===== config.mk =====
export PLATFORM = sky130hd
export DESIGN_NAME = cache_fill_fsm
export DESIGN_NICKNAME = d
export VERILOG_FILES = /design/src/rtl/cache_fill_fsm.sv
export SDC_FILE = /design/constraint.sdc
export NUM_CORES = 1
export LEC_CHECK = 0
export ABC_CLOCK_PERIOD_IN_PS = 1620
export CAP_MARGIN = 15
export CORE_UTILIZATION = 39
export DETAILED_ROUTE_END_ITERATION = 10
export PLACE_DENSITY = 0.85
export SETUP_SLACK_MARGIN = 0.3
export SYNTH_ARGS = -nofsm -noshare
export SYNTH_HDL_FRONTEND = slang
export SYNTH_SLANG_ARGS = --single-unit

===== constraint.sdc =====
create_clock -name clk -period 1.62 [get_ports clk]
set_input_delay 0.243 -clock clk [delete_from_list [all_inputs] [get_ports clk]]
set_output_delay 0.243 -clock clk [all_outputs]
set_load 0.02 [all_outputs]

===== src/rtl/cache_fill_fsm.sv =====
// cache_fill_fsm -- cache miss handler in front of memory4c (4-cycle pipelined read).
//
// A cache miss starts a fill of the whole block. The block is fetched as WORDS_PER_BLOCK
// back-to-back word reads. The returning words are streamed into the cache data array, and
// the tag is written on the final return.
//
// Build option: CACHE_FILL_CRIT_WORD_FIRST_EN
//   defined   : the fetch starts at the missed word and wraps within the block.
//   undefined : the fetch always starts at word 0.
//
// Ports:
//   clk, rst           clock; synchronous active-high reset
//   miss_detected      cache miss this cycle (ignored while filling)
//   miss_address       byte address that missed (bit 0 ignored)
//   memory_data_valid  memory4c data_valid
//   memory_data        memory4c data_out
//   fsm_busy           fill in progress, pipeline stalls
//   memory_address     word read address to memory4c
//   memory_enable      read request this cycle
//   write_data_array   write fill_data into cache word data_word_sel
//   write_tag_array    one-cycle tag/valid write for the filled block
//   data_word_sel      cache word index of the current write
//   fill_data          returning word (memory_data while writing, else 0)
//   crit_word_valid    the requested word is being written this cycle
module cache_fill_fsm #(
   parameter int ADDR_WIDTH      = 16,
   parameter int WORDS_PER_BLOCK = 8,
   parameter int WSEL_W          = 3
) (
   input  logic                  clk,
   input  logic                  rst,
   input  logic                  miss_detected,
   input  logic [ADDR_WIDTH-1:0] miss_address,
   input  logic                  memory_data_valid,
   input  logic [15:0]           memory_data,
   output logic                  fsm_busy,
   output logic [ADDR_WIDTH-1:0] memory_address,
   output logic                  memory_enable,
   output logic                  write_data_array,
   output logic                  write_tag_array,
   output logic [WSEL_W-1:0]     data_word_sel,
   output logic [15:0]           fill_data,
   output logic                  crit_word_valid
);

   typedef enum logic {IDLE, FILL} state_t;

   localparam logic [WSEL_W-1:0] SEL_ONE  = WSEL_W'(1);
   localparam logic [WSEL_W-1:0] SEL_LAST = WSEL_W'(WORDS_PER_BLOCK - 1);
   localparam logic [WSEL_W:0]   ISS_ONE  = (WSEL_W+1)'(1);

   state_t                       state, state_nxt;
   logic [ADDR_WIDTH-WSEL_W-2:0] base_hi;
   logic [WSEL_W-1:0]            start_idx;
   logic [WSEL_W-1:0]            miss_idx;
   logic [WSEL_W:0]              issue_cnt;
   logic [WSEL_W-1:0]            ret_cnt;

   logic [WSEL_W-1:0]            req_idx;
   logic [WSEL_W-1:0]            issue_idx;
   logic [WSEL_W-1:0]            ret_idx;
   logic                         issuing;
   logic                         returning;
   logic                         last_ret;
   logic                         unused_addr_lsb;

   assign req_idx         = miss_address[WSEL_W:1];
   assign unused_addr_lsb = miss_address[0];

   always_ff @(posedge clk) begin
      if (rst) begin
         state     <= IDLE;
         base_hi   <= '0;
         start_idx <= '0;
         miss_idx  <= '0;
         issue_cnt <= '0;
         ret_cnt   <= '0;
      end else begin
         state <= state_nxt;
         if (state == IDLE && miss_detected) begin
            base_hi   <= miss_address[ADDR_WIDTH-1:WSEL_W+1];
            miss_idx  <= req_idx;
`ifdef CACHE_FILL_CRIT_WORD_FIRST_EN
            start_idx <= req_idx;
`else
            start_idx <= '0;
`endif
            issue_cnt <= '0;
            ret_cnt   <= '0;
         end else if (state == FILL) begin
            if (issuing)
               issue_cnt <= issue_cnt + ISS_ONE;
            if (returning)
               ret_cnt <= ret_cnt + SEL_ONE;
         end
      end
   end

   always_comb begin
      state_nxt        = state;
      fsm_busy         = 1'b0;
      memory_address   = '0;
      memory_enable    = 1'b0;
      write_data_array = 1'b0;
      write_tag_array  = 1'b0;
      data_word_sel    = '0;
      fill_data        = '0;
      crit_word_valid  = 1'b0;

      // The block size is a power of two, so issue_cnt < WORDS_PER_BLOCK is exactly "MSB clear".
      // The word indices wrap modulo the block size through the natural WSEL_W-bit overflow.
      issuing   = (state == FILL) && !issue_cnt[WSEL_W];
      returning = (state == FILL) && memory_data_valid;
      last_ret  = returning && (ret_cnt == SEL_LAST);
      issue_idx = start_idx + issue_cnt[WSEL_W-1:0];
      ret_idx   = start_idx + ret_cnt;

      unique case (state)
         IDLE: if (miss_detected) state_nxt = FILL;
         FILL: if (last_ret)      state_nxt = IDLE;
         default:                 state_nxt = IDLE;
      endcase

      // All outputs are held at 0 during a reset cycle, including in the middle of a fill.
      if (!rst) begin
         fsm_busy        = (state == FILL) || miss_detected;
         memory_enable   = issuing;
         write_tag_array = last_ret;
         if (issuing)
            memory_address = {base_hi, issue_idx, 1'b0};
         if (returning) begin
            write_data_array = 1'b1;
            data_word_sel    = ret_idx;
            fill_data        = memory_data;
            crit_word_valid  = (ret_cnt == '0) && (start_idx == miss_idx);
         end
      end
   end

endmodule


==> run_results.csv <==
group,metric,value,unit
synthesis,synth_top_area_share,0.385,
synthesis,ys_ff_latch,23,
power,leakage,1.00,nW
global_route,grt_util_all_layers,0.230,
global_route,grt_first_pass_wirelength,5820,µm
clock_tree,cts_buffer_depth,2,
synthesis,netlist_instances,154,
worst_setup_path,crit_type,"flop to output pin",
worst_setup_path,crit_path_end_kind,"output pin",
clock_tree,clkLatencyLatePin,0.32,ns
global_route,antenna_found_initial,0,
min_path,hold_path_class,"input pin to flop",
floorplan,dieWidth,57.4,µm
synthesis,syn_area_per_cell,7.77,µm²
synthesis,yosys_warnings,0,
timing,drv_slew,0,
clock_tree,cts_sinks,23,
timing,holdWs,0.439,ns
worst_setup_path,path_cells,"nand2_2 > nor2_4 > buf_6 > and2_1 > buf_6",
worst_setup_path,r2r_slack,0.17,ns
timing,layout_setup_ws,-0.0123,ns
worst_setup_path,arrival,1.39,ns
clock_tree,cts_made_buffers,3,
final_layout,fin_area,2260,µm²
synthesis,synth_edf_count,0,
floorplan,die_area,3290,µm²
power,power.density,544,nW/µm²
worst_setup_path,r2r_end,"issue_cnt[0]$_SDFFE_PP0P_",
clock_tree,cts-htree-levels,1,
power,p_total,1.23,mW
place,dpl_cell_area,2010,µm²
detailed_routing,wl_met1,1550,µm
synthesis,netlist-cell-type-count,29,
outcome,violations,"design-rule violations, negative setup slack",
timing,min_period_over_period,1.01,
power,peakVddDrop,0.799,mV
floorplan,rows,19,
clock_tree,cts_tree,"yes",
final_layout,fin_nets,284,
global_route,grt_start_max_net_pins,16,
final_layout,diodes,0,
synthesis,syn_area,1200,µm²
final_layout,drive_gt1_frac,0.428,
floorplan,pin_count,76,
detailed_routing,wl_met3,275,µm
worst_setup_path,slowest_stage,"dfxtp_4",
timing,period_needed,1.63,ns
worst_setup_path,slowest_delay,0.37,ns
detailed_routing,ant_nets,0,
flow_run,drv_cap,0,
final_layout,synthToLayoutAreaGrowth,89.3,%
outcome,status,"finished with violations",
worst_setup_path,cp-startpoint,"state$_SDFF_PP0_",
synthesis,synthTopCellsByCount,"34 x and2_1, 32 x nand2_1, 23 x dfxtp_1",
detailed_routing,drt-total-wl,4200,µm
worst_setup_path,start_kind,"flop",
detailed_routing,routed_via_density,5.16,
global_route,grt_pass1_vias,1323,
place,dp_hpwl,2620,µm
timing,hold_violations,0,
global_route,grt-ovfl-total,0,
worst_setup_path,reg2reg_depth,9,
synthesis,yosysSeqAreaShare,0.385,
synthesis,async_flop_share,0,
floorplan,die_h,57.4,µm
timing,clock_skew,0.0119,ns
clock_tree,root_buffer,"clkbuf_4",
detailed_routing,dr_total_vias,1415,
worst_setup_path,setup.worst_path.end,"fill_data[11]",
detailed_routing,wl_per_cell,15.3,µm
detailed_routing,first_pass_iters,7,
worst_setup_path,required,1.38,ns
place,place_congestion,0.772,
place,place_worst_setup_slack,-0.515,ns
worst_setup_path,r2r-start,"state$_SDFF_PP0_",
clock_tree,clkTransAtPathRegs,0.12,ns
floorplan,coreArea,2830,µm²
synthesis,synth_nets,194,
place,portBuffers,73,
detailed_routing,topRoutingLayerUsed,"met4",
timing,setup_viol,1,
worst_setup_path,worst_path_most_repeated_cell,"buf_6",
timing,fmax,0.613,GHz
detailed_routing,drcViolationCount,4,
synthesis,yosys-top-cells-area,"dfxtp_1 38%, and2_1 18%, nand2_1 10%",
detailed_routing,wl_met2,2260,µm
detailed_routing,dr.first_iter.drc_count,56,
synthesis,post-synth-top-count-cell,"and2_1",
timing,rsz0062_at_grt,"true",
worst_setup_path,worst-path-max-fanout,10,
synthesis,ys.flop_type,"dfxtp_1",
floorplan,start_util,0.423,
synthesis,yosys.area.top_type,"dfxtp_1",
place,placed_cells,260,
final_layout,instances_no_fill,274,
## worst min path at each step
| stage | end | cells past startpoint | start |
|---|---|---|---|
| final | state$_SDFF_PP0_ | 3 | memory_data_valid |
| after global placement | base_hi[10]$_SDFFE_PP0P_ | 2 | base_hi[10]$_SDFFE_PP0P_ |
| after floorplan | state$_SDFF_PP0_ | 1 | memory_data_valid |
| after CTS | state$_SDFF_PP0_ | 3 | memory_data_valid |
| after detailed placement | base_hi[11]$_SDFFE_PP0P_ | 2 | base_hi[11]$_SDFFE_PP0P_ |
| after global routing | state$_SDFF_PP0_ | 3 | memory_data_valid |
## critical path, delay by kind of cell (launching register included)
family / cells / cell delay, ns
and+or+nand+nor: 3 / 0.42
DFF: 1 / 0.37
buffers and inverters: 2 / 0.28
## power breakdown
group / internal, mW / switching, mW / total [mW] / leakage [nW]
logic: 0.196 / 0.154 / 0.351 / 0.798
registers: 0.594 / 0.0183 / 0.612 / 0.189
clock network: 0.0924 / 0.177 / 0.270 / 0.0177
total: 0.882 / 0.350 / 1.23 / 1.00
## layout by cell type, fill, tap and decap left out, drive strengths merged
cell	count
dfxtp	23
nor4	1
and2b	2
buf	61
nor2b	2
nand2b	2
o21ai	2
nand2	32
dlygate4sd2	2
clkinv	1
conb	1
mux2i	1
nor2	8
nor3	4
a31oi	1
and2	34
clkbuf	3
a32oi	2
a211oi	2
ha	4
inv	3
and3	1
a41oi	1
a21oi	17
a311oi	1
clkdlybuf4s50	32
## stage by stage
step / setup TNS, ns / util
after global routing: -1.15 / 0.801
after CTS: 0 / 0.745
final: -0.0123 / 0.801
after global placement: -16.83 / 0.709
after floorplan: 0 / -
after detailed placement: -18.14 / 0.709
## logic make-up (layout without fill, tap and decap cells)
family,count (synthesis),count (layout),synth area share
simple gates,85,86,0.361
compound gates,26,26,0.131
flops,23,23,0.385
buf+inv,14,102,0.0701
fa+ha+maj,4,4,0.0418
other cells,1,1,0.00314
mux,1,1,0.00837
## area by class of cell
cell class	instances	area, µm²
repair buffers	95	946
multi-input cells	118	776
fillers	175	564
flip-flops and latches	23	465
well taps	31	38.8
clock buffers	3	22.5
inverters	3	11.3
clock inverters	1	5.00
## registers in the layout, indices dropped and copies added, names as in the netlist
| signal | flops |
|---|---|
| ret_cnt | 3 |
| miss_idx | 3 |
| state | 1 |
| base_hi | 12 |
| issue_cnt | 4 |
## repair_timing
item / in CTS / in global routing
setup endpoints to repair: 39 / 42
cloned: 3 / 0
pin swaps: 4 / 12
resized for setup: 233 / 49
hold buffers: 0 / 0
buffers inserted: 5 / 2
## layer usage
layer | vias to the layer above | GRT usage
met5 | - | 0
met4 | 0 | 0.0697
met3 | 14 | 0.0522
met2 | 59 | 0.410
met1 | 665 | 0.271
li1 | 677 | -
Note: power is estimated with default switching activity, not from simulation.
